### src/rtl/nids_pkg.sv
// Shared constants and types for the NIDS front-end blocks.
//   ETHERTYPE_IPV4 / IPV4_VER_IHL / IPV4_TOS : byte pattern that marks an IPv4 header
//   HDR_LEN_DEFAULT / ACK_TIMEOUT_DEFAULT    : default header length and ack timeout
//   state_t                                  : header-extractor FSM states
//   restart_state()                          : where the search resumes after a mismatch
package nids_pkg;

  localparam logic [15:0] ETHERTYPE_IPV4      = 16'h0800;
  localparam logic [7:0]  IPV4_VER_IHL        = 8'h45;
  localparam logic [7:0]  IPV4_TOS            = 8'h00;
  localparam int          HDR_LEN_DEFAULT     = 20;
  localparam int          ACK_TIMEOUT_DEFAULT = 255;

  typedef enum logic [2:0] {
    S_ETH0,
    S_ETH1,
    S_VER,
    S_TOS,
    S_SEND,
    S_WAIT
  } state_t;

  // A mismatching byte may itself be the start of a new pattern, so it is
  // re-tested against the first ethertype byte in the same cycle.
  function automatic state_t restart_state(input logic [7:0] b);
    return (b == ETHERTYPE_IPV4[15:8]) ? S_ETH1 : S_ETH0;
  endfunction

endpackage

### src/rtl/sat_counter16.sv
// 16-bit up-counter that sticks at 0xFFFF.
//   clk   : clock, rising edge
//   rst   : asynchronous active-low reset, clears count
//   en    : count one event this cycle
//   count : current value
module sat_counter16 (
  input  logic        clk,
  input  logic        rst,
  input  logic        en,
  output logic [15:0] count
);

  always_ff @(posedge clk or negedge rst) begin
    if (!rst) begin
      count <= '0;
    end else if (en && (count != 16'hFFFF)) begin
      count <= count + 16'd1;
    end
  end

endmodule

### src/rtl/ipv4_hdr_extract.sv
// Scans a raw capture byte stream for 08 00 45 00 (IPv4 ethertype, version/IHL,
// TOS) and forwards the IPv4 header (HDR_LEN bytes, starting with 45 00) to the
// NIDS core one byte at a time using an rx_init strobe / rx_ok acknowledge.
//   clk, rst         : clock and asynchronous active-low reset
//   in_valid/in_data : capture stream byte, accepted when in_valid && in_ready
//   in_ready         : extractor can take a stream byte this cycle
//   rx_init/data_in  : one-cycle strobe and header byte towards the core
//   rx_ok            : core acknowledge, sampled only while waiting
//   hdr_count        : headers fully forwarded (saturating)
//   abort_count      : headers aborted by ack timeout (saturating), only when
//                      the IPV4_STATS_EN macro is defined
module ipv4_hdr_extract
  import nids_pkg::*;
#(
  parameter int HDR_LEN     = HDR_LEN_DEFAULT,
  parameter int ACK_TIMEOUT = ACK_TIMEOUT_DEFAULT
) (
  input  logic        clk,
  input  logic        rst,
  input  logic        in_valid,
  input  logic [7:0]  in_data,
  output logic        in_ready,
  output logic        rx_init,
  output logic [7:0]  data_in,
  input  logic        rx_ok,
  output logic [15:0] hdr_count
`ifdef IPV4_STATS_EN
  ,
  output logic [15:0] abort_count
`endif
);

  localparam int IW = $clog2(HDR_LEN);
  localparam int WW = $clog2(ACK_TIMEOUT + 1);

  localparam logic [IW-1:0] LAST_IDX         = IW'(HDR_LEN - 1);
  localparam logic [IW-1:0] FIRST_STREAM_IDX = IW'(2);
  localparam logic [WW-1:0] WAIT_LAST        = WW'(ACK_TIMEOUT - 1);
  localparam logic [7:0]    ETH1_BYTE        = ETHERTYPE_IPV4[7:0];

  state_t        state;
  logic [IW-1:0] idx;
  logic [WW-1:0] wait_cnt;

  logic accept;
  logic ack;
  logic timeout;
  logic hdr_done;

  assign accept = in_valid && in_ready;
  // While rx_init is high the core has not seen the byte yet, so an rx_ok in
  // that cycle belongs to nothing and is ignored.
  assign ack      = (state == S_WAIT) && !rx_init && rx_ok;
  assign timeout  = (state == S_WAIT) && !rx_init && !rx_ok && (wait_cnt == WAIT_LAST);
  assign hdr_done = ack && (idx == LAST_IDX);

  always_ff @(posedge clk or negedge rst) begin
    if (!rst) begin
      state    <= S_ETH0;
      idx      <= '0;
      wait_cnt <= '0;
      rx_init  <= 1'b0;
      data_in  <= '0;
      in_ready <= 1'b0;
    end else begin
      // NOTE: every register here is assigned with <= so all branches read the
      // pre-edge values; later assignments in the same pass override the defaults.
      rx_init <= 1'b0;
      unique case (state)
        S_ETH0: begin
          in_ready <= 1'b1;
          if (accept) state <= restart_state(in_data);
        end
        S_ETH1: begin
          in_ready <= 1'b1;
          if (accept) state <= (in_data == ETH1_BYTE) ? S_VER : restart_state(in_data);
        end
        S_VER: begin
          in_ready <= 1'b1;
          if (accept) state <= (in_data == IPV4_VER_IHL) ? S_TOS : restart_state(in_data);
        end
        S_TOS: begin
          in_ready <= 1'b1;
          if (accept) begin
            if (in_data == IPV4_TOS) begin
              state    <= S_SEND;
              idx      <= '0;
              in_ready <= 1'b0;
            end else begin
              state <= restart_state(in_data);
            end
          end
        end
        S_SEND: begin
          // The two pattern bytes already consumed are replayed from constants;
          // only then does the stream feed the remaining header bytes.
          if (idx < FIRST_STREAM_IDX) begin
            rx_init  <= 1'b1;
            data_in  <= (idx == '0) ? IPV4_VER_IHL : IPV4_TOS;
            state    <= S_WAIT;
            wait_cnt <= '0;
            in_ready <= 1'b0;
          end else if (accept) begin
            rx_init  <= 1'b1;
            data_in  <= in_data;
            state    <= S_WAIT;
            wait_cnt <= '0;
            in_ready <= 1'b0;
          end else begin
            in_ready <= 1'b1;
          end
        end
        S_WAIT: begin
          if (ack) begin
            if (hdr_done) begin
              state    <= S_ETH0;
              idx      <= '0;
              in_ready <= 1'b1;
            end else begin
              state    <= S_SEND;
              idx      <= idx + 1'b1;
              // Next index >= 2 means the next byte comes from the stream.
              in_ready <= (idx != '0);
            end
          end else if (timeout) begin
            state    <= S_ETH0;
            idx      <= '0;
            in_ready <= 1'b1;
          end else if (!rx_init) begin
            wait_cnt <= wait_cnt + 1'b1;
          end
        end
        default: begin
          state    <= S_ETH0;
          idx      <= '0;
          in_ready <= 1'b0;
        end
      endcase
    end
  end

  sat_counter16 u_hdr_cnt (
    .clk   (clk),
    .rst   (rst),
    .en    (hdr_done),
    .count (hdr_count)
  );

`ifdef IPV4_STATS_EN
  sat_counter16 u_abort_cnt (
    .clk   (clk),
    .rst   (rst),
    .en    (timeout),
    .count (abort_count)
  );
`endif

endmodule

### config.mk
export PLATFORM = sky130hd
export DESIGN_NAME = ipv4_hdr_extract
export DESIGN_NICKNAME = d
export VERILOG_FILES = /design/src/rtl/nids_pkg.sv /design/src/rtl/sat_counter16.sv /design/src/rtl/ipv4_hdr_extract.sv
export SDC_FILE = /design/constraint.sdc
export NUM_CORES = 1
export LEC_CHECK = 0
export CAP_MARGIN = 20
export CORE_UTILIZATION = 55
export CTS_BUF_LIST = sky130_fd_sc_hd__clkbuf_4
export DETAILED_ROUTE_END_ITERATION = 10
export GPL_TIMING_DRIVEN = 0
export PLACE_DENSITY = 0.91
export SKIP_CTS_REPAIR_TIMING = 1
export SLEW_MARGIN = 30
export SYNTH_ARGS = -nofsm -noshare
export SYNTH_HDL_FRONTEND = slang
export SYNTH_SLANG_ARGS = --single-unit
### constraint.sdc
create_clock -name clk -period 2.05 [get_ports clk]
set_clock_uncertainty 0.05 [all_clocks]
set_input_delay 0.3075 -clock clk [delete_from_list [all_inputs] [get_ports clk]]
set_output_delay 0.3075 -clock clk [all_outputs]
set_load 0.1 [all_outputs]
==> flow_metrics.py, run 1 <==
metrics = {
    "clocking": {
        "htree_num_levels": 2,
        "tritoncts": "yes",
        "clk_pin_slew_ps": 130,
        "cts.sink_count": 42,
        "cts_made_buffers": 5,
        "insertion_delay_ps": 360,
        "ctsLongestPathBuffers": 2,
        "cts-root-buf": "sky130_fd_sc_hd__clkbuf_4",
    },
    "route": {
        "drt_iter0_markers": 143,
        "routed_wl_um": 5363,
        "drt-pass1-iter-count": 4,
        "dr_total_vias": 2058,
        "final_antenna_net_count": 0,
        "routedWlPerCell_um": 16.06,
        "drt_drc_violations_left": 0,
        "vias_per_cell": 6.162,
    },
    "pwr": {
        "net-switching-power_w": 0.001062,
        "share_of_power_burned_in_combinational_logic_pct": 37.8,
        "seq_power_share_pct": 40.1,
        "power.leakage_nw": 1.646,
        "p_per_area_nw_per_um2": 848.2,
        "max-vdd-ir-drop_mv": 1.313,
        "p_int_w": 0.001463,
        "sw_frac_of_total_pct": 42.05,
        "share_clk_of_total_power_pct": 22.1,
    },
    "critical_path": {
        "critical_path_arrival_ps": 2200,
        "critPathMaxStageDelay_ps": 670,
        "reg2reg_slack_ps": 90,
        "worst_setup_path_startpoint": "in_data[4]",
        "worstReg2RegStart": "state[0]$_DFFE_PN0P_",
        "sequence_of_cells_on_the_critical_path": "clkdlybuf4s50_1 > or4_1 > nor4_4 > o21ai_2 > a221o_1",
        "worst_setup_path_end_kind": "flop",
        "worst-path-max-fanout": 5,
        "count_of_buffer_and_inverter_cells_on_the_critical_path": 1,
        "worstReg2RegEnd": "wait_cnt[6]$_DFFE_PN0P_",
        "r2r.worst_path.cells": 7,
        "cp_top_family": "simple AND/OR/NAND/NOR gates",
        "start_kind": "input port",
        "cp_data_required_time_ps": 2260,
        "master_of_the_slowest_instance_on_the_critical_path": "sky130_fd_sc_hd__or4_1",
        "timing_worst_setup_path_type": "in -> reg",
    },
    "logic_synthesis": {
        "synth.ff_latch_count": 42,
        "synth_async_sr_flop_share_pct": 100.0,
        "synthesis.area_um2": 2342,
        "postSynth.topFlopCell": "sky130_fd_sc_hd__dfrtp_1",
        "synth_seq_area_share_pct": 44.87,
        "mean_area_per_synthesized_cell_um2": 9.883,
        "synth_nets": 254,
        "synth_cell_types": 58,
        "synth_warnings": 0,
        "synth_cells": 237,
        "synth-edff-count": 0,
    },
    "global_routing": {
        "grt_overflow": 0,
        "number_of_global_route_vias_before_repair": 1893,
        "wire_length_of_the_first_global_routing_pass_um": 8597,
        "grt_antenna_before_repair": 0,
        "overall_routing_resource_usage_pct": 25.69,
        "grt_max_degree": 29,
    },
    "layout": {
        "drive_above_1_share_pct": 15.49,
        "antennaDiodeCount": 0,
        "top_library_cells_by_usage_in_the_layout_fill_and_taps_aside": "sky130_fd_sc_hd__dfrtp_1, sky130_fd_sc_hd__nand2_1, sky130_fd_sc_hd__dlymetal6s2s_1, sky130_fd_sc_hd__o21ai_0, sky130_fd_sc_hd__dfrtp_2",
        "final_core_util_pct": 73.36,
        "num-nets-final": 300,
        "syn2layout_area_growth_pct": 27.08,
        "layout.cells.most_common": "sky130_fd_sc_hd__dfrtp_1",
        "fillers": 261,
    },
    "sta": {
        "fin_setup_tns_ps": 0,
        "upper_clock_frequency_limit_mhz": 501.5,
        "drv_slew": 0,
        "finalHoldViolCount": 0,
        "report.final.setup_viol": 0,
        "period_share_pct": 97.27,
        "relSlewSlack_pct": 32.98,
        "final_period_minus_worst_setup_slack_ps": 1994,
        "whs_ps": 312.9,
        "worst_slew_pin_slew_ps": 1004,
    },
    "die": {
        "design.die.area_um2": 4524,
        "initial_core_utilization_pct": 57.72,
        "chipWidth_um": 67.26,
        "std_cell_rows": 23,
        "chipHeight_um": 67.26,
        "io_pins": 38,
        "core-area_um2": 4058,
    },
    "flow_run": {
        "maxCapViolations": 0,
    },
    "placement": {
        "dpl.hpwl_um": 3743,
        "last_weighted_congestion_value_of_the_routability_driven_placer": 0.8573,
        "port-buffer-count": 37,
    },
    "outcome": {
        "outcome": "finished clean",
    },
    "hold_path": {
        "hold_path_class": "in -> async",
    },
}
[power groups by stage]
stage	clock network, W	registers, W	logic (W)
floorplan	0	0.00149	0.000226
global placement	0	0.00102	0.000930
detailed placement	0	0.00103	0.000946
CTS	0.000558	0.00101	0.000952
global route	0.000590	0.00103	0.00101
finish	0.000558	0.00101	0.000954
[logic make-up (layout without fill, tap and decap cells)]
family	Yosys count	in the layout	share of synthesized area, %
AO/OA/AOI/OAI	55	55	16.72
XOR/XNOR	13	13	4.861
adder cells (fa/ha/maj)	5	5	2.671
buffers and inverters	19	66	3.793
flip-flops	42	42	44.87
multiplexers	4	4	1.923
AND/OR/NAND/NOR	99	99	25.16
[worst max-delay path by stage]
| stage | end | slack, ps | cells after the start |
|---|---|---|---|
| after floorplan | u_hdr_cnt.count[1]$_DFFE_PN0P_ | -40 | 4 |
| after global placement | rx_init$_DFF_PN0_ | -570 | 1 |
| after detailed placement | idx[2]$_DFFE_PN0P_ | -280 | 5 |
| after CTS | hdr_count[14] | -300 | 1 |
| after global routing | data_in[6]$_DFFE_PN0P_ | -40 | 6 |
| final | idx[2]$_DFFE_PN0P_ | 60 | 5 |
[cell type report]
cell class                 count  area, µm²  area share (%)
buffer                        10      55.05           1.850
clock buffer                   7      52.55           1.765
clock inverter                 1      30.03           1.009
inverter                       9      33.78           1.135
multi-input combinational    176       1214           40.77
sequential                    42       1069           35.90
tap                           50      62.56           2.102
timing repair buffer          39      460.4           15.47
[Yosys cell counts, types with 2 or more instances]
cell                        n  area, µm²
sky130_fd_sc_hd__dfrtp_1   42       1051
sky130_fd_sc_hd__nand2_1   27      101.4
sky130_fd_sc_hd__o21ai_0   15      75.07
sky130_fd_sc_hd__nand3_1   12      60.06
sky130_fd_sc_hd__nand4_1   10      62.56
sky130_fd_sc_hd__inv_1      9      33.78
sky130_fd_sc_hd__a21oi_1    8      40.04
sky130_fd_sc_hd__xnor2_1    7      61.31
sky130_fd_sc_hd__or4_1      6      45.04
sky130_fd_sc_hd__xor2_1     6      52.55
sky130_fd_sc_hd__a211oi_1   5      37.54
sky130_fd_sc_hd__and2_1     5      31.28
sky130_fd_sc_hd__and3_1     5      31.28
sky130_fd_sc_hd__ha_1       5      62.56
sky130_fd_sc_hd__o211ai_1   5      37.54
sky130_fd_sc_hd__buf_4      4      30.03
sky130_fd_sc_hd__clkbuf_1   4      15.01
sky130_fd_sc_hd__nor2_1     4      15.01
sky130_fd_sc_hd__mux2_2     3      33.78
sky130_fd_sc_hd__nand2b_1   3      18.77
sky130_fd_sc_hd__nor2b_1    3      18.77
sky130_fd_sc_hd__nor4_1     3      18.77
sky130_fd_sc_hd__a22o_2     2      20.02
sky130_fd_sc_hd__a31oi_1    2      12.51
sky130_fd_sc_hd__and3b_1    2      17.52
sky130_fd_sc_hd__and4_1     2      17.52
sky130_fd_sc_hd__buf_2      2      10.01
sky130_fd_sc_hd__nand3b_1   2      15.01
sky130_fd_sc_hd__nor3_1     2      10.01
sky130_fd_sc_hd__nor3_2     2      20.02
sky130_fd_sc_hd__o31ai_1    2      15.01
sky130_fd_sc_hd__or3_1      2      12.51
[routing by layer]
metal | vias to the layer above | track usage, % | part of all wire (%)
met5 | - | 0 | 0
met4 | 0 | 11.17 | 1.5
met3 | 12 | 4.392 | 5.6
met2 | 79 | 41.50 | 50
met1 | 981 | 33.80 | 43
li1 | 986 | - | -
[registers in the layout, summed over array words and instances (netlist names)]
name / count
data_in: 8
idx: 5
in_ready: 1
rx_init: 1
state: 3
u_hdr_cnt.count: 16
wait_cnt: 8
[stage by stage]
| step | total power [W] | instances | setup WS [ps] | area (µm²) |
|---|---|---|---|---|
| after floorplan | 0.001719 | 237 | -40.86 | 2360 |
| after global placement | 0.001950 | 324 | -572.4 | 2793 |
| after detailed placement | 0.001974 | 325 | -282.3 | 2808 |
| after CTS | 0.002523 | 333 | -295.7 | 2890 |
| after global routing | 0.002625 | 334 | -40.38 | 2977 |
| final | 0.002525 | 334 | 56.00 | 2977 |
Power figures use the tool's default switching activity.
==> inputs of run 2 (changes only) <==
--- a/config.mk
+++ b/config.mk
@@ -5,12 +5,12 @@
 export SDC_FILE = /design/constraint.sdc
 export NUM_CORES = 1
 export LEC_CHECK = 0
-export CAP_MARGIN = 20
-export CORE_UTILIZATION = 55
+export CORE_UTILIZATION = 40
 export CTS_BUF_LIST = sky130_fd_sc_hd__clkbuf_4
 export DETAILED_ROUTE_END_ITERATION = 10
+export DONT_BUFFER_PORTS = 1
 export GPL_TIMING_DRIVEN = 0
-export PLACE_DENSITY = 0.91
+export PLACE_DENSITY = 0.63
 export SKIP_CTS_REPAIR_TIMING = 1
 export SLEW_MARGIN = 30
 export SYNTH_ARGS = -nofsm -noshare
==> run 2 against run 1 <==
Effect of this change: the run now ends with negative setup slack left; design area shrank 9.8%; total power decreased by 11%; final cell count fell by 2.4%; worst setup slack got worse by 68 ps; sequential power rose by 49%; global-route usage shrank 8.0 points; die area grew 36%; flip-flop and latch count is the same; sequential share of layout area is 5.1 points higher; register-to-register slack got worse by 100 ps; largest power group unchanged; highest routed layer unchanged.
==> flow_metrics.py, run 2 (synthesized netlist as in run 1, its figures left out) <==
metrics = {
    "outcome": {
        "outcome": "finished, violations left",
        "violations": "negative setup slack",
    },
    "clocking": {
        "ctsLongestPathBuffers": 2,
        "tritoncts": "yes",
        "clk_pin_slew_ps": 140,
        "cts-root-buf": "sky130_fd_sc_hd__clkbuf_4",
        "insertion_delay_ps": 360,
        "cts.sink_count": 42,
        "cts_made_buffers": 5,
        "htree_num_levels": 2,
    },
    "placement": {
        "last_weighted_congestion_value_of_the_routability_driven_placer": 0.7914,
        "placement.cell_area_um2": 2450,
        "dpl.hpwl_um": 3434,
        "placement_stage_worst_setup_slack_ps": -245.7,
        "port-buffer-count": 0,
    },
    "critical_path": {
        "r2r.worst_path.cells": 5,
        "timing_worst_setup_path_type": "reg -> reg",
        "sequence_of_cells_on_the_critical_path": "and4_1 > and3_1 > clkbuf_1 > a21oi_2 > mux2_2",
        "critPathMaxStageDelay_ps": 650,
        "master_of_the_slowest_instance_on_the_critical_path": "sky130_fd_sc_hd__dfrtp_4",
        "worst-path-max-fanout": 7,
        "reg2reg_slack_ps": -10,
        "start_kind": "flop",
        "worstReg2RegEnd": "u_hdr_cnt.count[1]$_DFFE_PN0P_",
        "worst_setup_path_end_kind": "flop",
        "setup.worst_path.end": "u_hdr_cnt.count[1]$_DFFE_PN0P_",
        "critical_path_arrival_ps": 2250,
        "worstReg2RegStart": "u_hdr_cnt.count[13]$_DFFE_PN0P_",
        "worst_setup_path_startpoint": "u_hdr_cnt.count[13]$_DFFE_PN0P_",
        "cp_data_required_time_ps": 2240,
    },
    "global_routing": {
        "grt_antenna_before_repair": 0,
        "wire_length_of_the_first_global_routing_pass_um": 8569,
        "grt_overflow": 0,
        "grt_max_degree": 43,
        "overall_routing_resource_usage_pct": 17.72,
        "number_of_global_route_vias_before_repair": 1757,
    },
    "hold_path": {
        "hold_path_class": "in -> reg",
    },
    "die": {
        "initial_core_utilization_pct": 42.02,
        "core-area_um2": 5574,
        "chipWidth_um": 78.52,
        "io_pins": 38,
        "std_cell_rows": 27,
        "design.die.area_um2": 6165,
        "chipHeight_um": 78.52,
    },
    "layout": {
        "max_flop_register": "u_hdr_cnt.count",
        "layout_top_registers": "u_hdr_cnt.count: 16 flops, data_in: 8 flops, wait_cnt: 8 flops",
        "fillers": 543,
        "post-route-cell-area_um2": 2684,
        "multiInputGateArea_um2": 1249,
        "num-nets-final": 270,
        "top_library_cells_by_usage_in_the_layout_fill_and_taps_aside": "sky130_fd_sc_hd__nand2_1, sky130_fd_sc_hd__dfrtp_1, sky130_fd_sc_hd__o21ai_0, sky130_fd_sc_hd__nand3_1, sky130_fd_sc_hd__dfrtp_4",
        "antennaDiodeCount": 0,
        "final_core_util_pct": 48.15,
        "layout.cells.most_common": "sky130_fd_sc_hd__nand2_1",
        "syn2layout_area_growth_pct": 14.58,
        "sequential_cell_area_um2": 1101,
        "drive_above_1_share_pct": 22.83,
        "flip_flop_count_of_the_largest_register_all_copies_and_words_added": 16,
    },
    "flow_run": {
        "maxCapViolations": 0,
    },
    "sta": {
        "relSlewSlack_pct": 38.97,
        "finalHoldViolCount": 0,
        "worst_slew_pin_slew_ps": 915.5,
        "fin_setup_tns_ps": -11.60,
        "final_period_minus_worst_setup_slack_ps": 2062,
        "drv_slew": 0,
        "setup_repair_after_global_routing_missed_its_margin": "yes",
        "final_critical_path_setup_slack_ps": -11.60,
        "report.final.setup_viol": 1,
        "upper_clock_frequency_limit_mhz": 485.1,
        "period_share_pct": 100.6,
    },
    "pwr": {
        "power.leakage_nw": 1.140,
        "p_per_area_nw_per_um2": 835.9,
        "power.total_w": 0.002243,
        "max-vdd-ir-drop_mv": 0.8603,
    },
    "route": {
        "drt-pass1-iter-count": 6,
        "vias_per_cell": 5.718,
        "routed_wl_um": 4936,
        "routedWlPerCell_um": 15.14,
        "drt_iter0_markers": 139,
        "final_antenna_net_count": 0,
        "drt_drc_violations_left": 0,
        "dr_total_vias": 1864,
    },
}
==> run 2: metal layers <==
metal / wire length (µm) / global-route usage, % / vias to the layer above
met5: 0 / 0 / -
met4: 70 / 5.556 / 0
met3: 210 / 4.419 / 6
met2: 2293 / 27.48 / 39
met1: 2362 / 24.12 / 903
li1: - / - / 916
==> run 2: how the worst min path moves through the flow <==
stage / to / from / depth (start not counted) / slack [ps]
6_report: data_in[1]$_DFFE_PN0P_ / in_data[1] / 2 / 20
5_1_grt: data_in[1]$_DFFE_PN0P_ / in_data[1] / 2 / 20
4_1_cts: u_hdr_cnt.count[3]$_DFFE_PN0P_ / rst / 0 / -450
3_5_place_dp: idx[2]$_DFFE_PN0P_ / rst / 0 / -40
3_3_place_gp: idx[2]$_DFFE_PN0P_ / rst / 0 / -40
2_1_floorplan: data_in[0]$_DFFE_PN0P_ / rst / 0 / -40
==> run 2: cell type report <==
class / instances / area share, %
sequential: 42 / 41.03
tap: 72 / 3.357
buffer: 10 / 2.098
clock inverter: 2 / 0.5128
timing repair buffer: 9 / 3.543
multi-input combinational: 176 / 46.53
clock buffer: 6 / 1.678
inverter: 9 / 1.259
==> run 2: per-stage QoR <==
| stage | hold WS [ps] | cells |
|---|---|---|
| after global placement | -35.65 | 309 |
| after CTS | -453.6 | 317 |
| after global routing | 19.23 | 326 |
| after detailed placement | -35.57 | 309 |
| final | 21.40 | 326 |
| after floorplan | -38.09 | 237 |
==> run 2: where the power goes <==
part	internal, W	switching, W	total, W	leakage (nW)
combinational	0.000137	0.000171	0.000309	0.571
clock	0.000148	0.000284	0.000433	0.0356
sequential	0.000918	0.000584	0.00150	0.533
==> run 2: critical path, delay by kind of cell (launching register included) <==
kind / cells / cell delay [ps]
AO/OA/AOI/OAI: 1 / 210
buffers and inverters: 1 / 180
flip-flops: 1 / 650
multiplexers: 1 / 350
AND/OR/NAND/NOR: 2 / 500
==> inputs of run 3 (changes only) <==
--- a/config.mk
+++ b/config.mk
@@ -10,7 +10,7 @@
 export DETAILED_ROUTE_END_ITERATION = 10
 export DONT_BUFFER_PORTS = 1
 export GPL_TIMING_DRIVEN = 0
-export PLACE_DENSITY = 0.63
+export PLACE_DENSITY = 0.65
 export SKIP_CTS_REPAIR_TIMING = 1
 export SLEW_MARGIN = 30
 export SYNTH_ARGS = -nofsm -noshare
==> constraint.sdc (replaced) <==
create_clock -name clk -period 1.8 [get_ports clk]
set_clock_uncertainty 0.05 [all_clocks]
set_input_delay 0.27 -clock clk [delete_from_list [all_inputs] [get_ports clk]]
set_output_delay 0.27 -clock clk [all_outputs]
set_load 0.1 [all_outputs]
==> run 3 against run 2 <==
Effect of this change: the run still ends with negative setup slack left; worst hold slack improved by 31 ps; via count grew 5.2%; first-iteration DRC count fell by 39%; critical path depth increased by 1; critical path type unchanged.
==> flow_metrics.py, run 3 (synthesized netlist as in run 1, its figures left out) <==
metrics = {
    "layout": {
        "fillers": 497,
        "multiInputGateArea_um2": 1369,
        "final_core_util_pct": 54.21,
        "max_flop_register": "u_hdr_cnt.count",
        "drive_above_1_share_pct": 35.66,
        "layout.cells.most_common": "sky130_fd_sc_hd__nand2_1",
        "layout.cells.non_filler": 344,
        "antennaDiodeCount": 0,
        "syn2layout_area_growth_pct": 29.01,
        "flip_flop_count_of_the_largest_register_all_copies_and_words_added": 16,
        "layout_top_registers": "u_hdr_cnt.count: 16 flops, data_in: 8 flops, wait_cnt: 8 flops",
        "post-route-cell-area_um2": 3022,
        "top_library_cells_by_usage_in_the_layout_fill_and_taps_aside": "sky130_fd_sc_hd__nand2_1, sky130_fd_sc_hd__buf_4, sky130_fd_sc_hd__dfrtp_1, sky130_fd_sc_hd__dfrtp_4, sky130_fd_sc_hd__o21ai_0",
        "sequential_cell_area_um2": 1115,
        "num-nets-final": 288,
    },
    "critical_path": {
        "critPathMaxStageDelay_ps": 670,
        "worst_setup_path_end_kind": "flop",
        "timing_worst_setup_path_type": "reg -> reg",
        "critical_path_arrival_ps": 2050,
        "count_of_buffer_and_inverter_cells_on_the_critical_path": 1,
        "cp_data_required_time_ps": 1990,
        "timing.critical_path.depth": 6,
        "worst-path-max-fanout": 4,
        "worstReg2RegEnd": "u_hdr_cnt.count[1]$_DFFE_PN0P_",
        "sequence_of_cells_on_the_critical_path": "ha_4 > nand3_4 > nor3_4 > buf_6 > a21oi_4 > mux2_4",
        "cp_top_family": "flip-flops",
        "worst_setup_path_startpoint": "u_hdr_cnt.count[0]$_DFFE_PN0P_",
        "worstReg2RegStart": "u_hdr_cnt.count[0]$_DFFE_PN0P_",
        "start_kind": "flop",
        "reg2reg_slack_ps": -60,
        "setup.worst_path.end": "u_hdr_cnt.count[1]$_DFFE_PN0P_",
        "r2r.worst_path.cells": 6,
        "master_of_the_slowest_instance_on_the_critical_path": "sky130_fd_sc_hd__dfrtp_4",
    },
    "sta": {
        "setup_repair_after_global_routing_missed_its_margin": "yes",
        "drv_slew": 0,
        "final_critical_path_setup_slack_ps": -58.67,
        "report.final.setup_viol": 6,
        "relSlewSlack_pct": 38.43,
        "period_share_pct": 103.3,
        "upper_clock_frequency_limit_mhz": 538.0,
        "finalHoldViolCount": 0,
        "final_period_minus_worst_setup_slack_ps": 1859,
        "worst_slew_pin_slew_ps": 923.6,
        "fin_setup_tns_ps": -179.5,
    },
    "global_routing": {
        "overall_routing_resource_usage_pct": 17.08,
        "number_of_global_route_vias_before_repair": 1762,
        "grt_max_degree": 43,
        "grt_antenna_before_repair": 0,
        "grt_overflow": 0,
        "wire_length_of_the_first_global_routing_pass_um": 8280,
    },
    "route": {
        "routed_wl_um": 5433,
        "drt-pass1-iter-count": 4,
        "final_antenna_net_count": 0,
        "drt_iter0_markers": 85,
        "dr_total_vias": 1960,
        "vias_per_cell": 5.698,
        "routedWlPerCell_um": 15.79,
        "drt_drc_violations_left": 0,
    },
    "clocking": {
        "htree_num_levels": 2,
        "clk_pin_slew_ps": 130,
        "ctsLongestPathBuffers": 2,
        "cts_made_buffers": 5,
        "cts.sink_count": 42,
        "cts-root-buf": "sky130_fd_sc_hd__clkbuf_4",
        "insertion_delay_ps": 350,
        "tritoncts": "yes",
    },
    "pwr": {
        "p_int_w": 0.001556,
        "share_of_power_burned_in_combinational_logic_pct": 15.7,
        "seq_power_share_pct": 61.5,
        "share_clk_of_total_power_pct": 22.8,
        "net-switching-power_w": 0.001216,
        "power.total_w": 0.002772,
        "max-vdd-ir-drop_mv": 0.8519,
        "p_per_area_nw_per_um2": 917.5,
        "power.leakage_nw": 1.261,
        "sw_frac_of_total_pct": 43.87,
    },
    "placement": {
        "placement.cell_area_um2": 2540,
        "port-buffer-count": 0,
        "dpl.hpwl_um": 3431,
        "placed_cells": 309,
        "last_weighted_congestion_value_of_the_routability_driven_placer": 0.8101,
    },
    "die": {
        "design.die.area_um2": 6165,
        "core-area_um2": 5574,
        "chipHeight_um": 78.52,
        "std_cell_rows": 27,
        "chipWidth_um": 78.52,
        "io_pins": 38,
        "initial_core_utilization_pct": 42.02,
    },
    "flow_run": {
        "maxCapViolations": 0,
    },
    "hold_path": {
        "hold_path_class": "in -> reg",
        "hold_depth": 2,
    },
    "outcome": {
        "violations": "negative setup slack",
        "outcome": "finished, violations left",
    },
}
## run 3: cell count changes in the layout (fill, tap and decap cells not counted), sizes merged
cell and delta:
buf +18, clkbuf -3, clkinvlp +1, bufinv +1, dlygate4sd3 +3, clkinv -2
## run 3: per-stage QoR
| step | hold WS, ps | worst slack, ps |
|---|---|---|
| 5_1_grt | 71.39 | -129.4 |
| 6_report | 52.06 | -58.67 |
| 2_1_floorplan | -75.59 | -33.25 |
| 4_1_cts | -481.5 | -230.6 |
| 3_5_place_dp | -73.78 | -223.1 |
| 3_3_place_gp | -73.72 | -209.9 |
## run 3: worst register-to-register path, cell delays in order, from the launching register on
cell                      delay [ps]
sky130_fd_sc_hd__dfrtp_4         670
sky130_fd_sc_hd__ha_4            220
sky130_fd_sc_hd__nand3_4          90
sky130_fd_sc_hd__nor3_4          240
sky130_fd_sc_hd__buf_6           130
sky130_fd_sc_hd__a21oi_4          60
sky130_fd_sc_hd__mux2_4          300
## run 3: how the worst min path moves through the flow
stage	start	end	slack (ps)
6_report	in_data[6]	data_in[6]$_DFFE_PN0P_	50
5_1_grt	in_data[0]	data_in[0]$_DFFE_PN0P_	70
4_1_cts	rst	u_hdr_cnt.count[14]$_DFFE_PN0P_	-480
3_5_place_dp	rst	idx[0]$_DFFE_PN0P_	-70
3_3_place_gp	rst	idx[0]$_DFFE_PN0P_	-70
2_1_floorplan	rst	data_in[0]$_DFFE_PN0P_	-80
## run 3: metal layers
layer	wire length, µm	track usage [%]	part of all wire, %
met2	2600	26.35	48
met5	0	0	0
met3	228	5.349	4.2
met1	2546	22.60	47
met4	59	5.556	1.1
## run 3: area by class of cell
class                   count  share of cell area (%)
multi-input cells         176                   45.30
plain buffers               8                   2.153
well taps                  72                   2.981
clock inverters             2                   1.242
repair buffers             29                   8.737
flip-flops and latches     42                   36.89
clock buffers               6                   1.491
inverters                   9                   1.201
## run 3: power groups by stage
| stage | Sequential, W | Clock, W | Combinational, W |
|---|---|---|---|
| 6_report | 0.00170 | 0.000633 | 0.000435 |
| 5_1_grt | 0.00172 | 0.000685 | 0.000497 |
| 4_1_cts | 0.00171 | 0.000651 | 0.000318 |
| 3_5_place_dp | 0.00173 | 0 | 0.000318 |
| 3_3_place_gp | 0.00173 | 0 | 0.000305 |
| 2_1_floorplan | 0.00170 | 0 | 0.000261 |
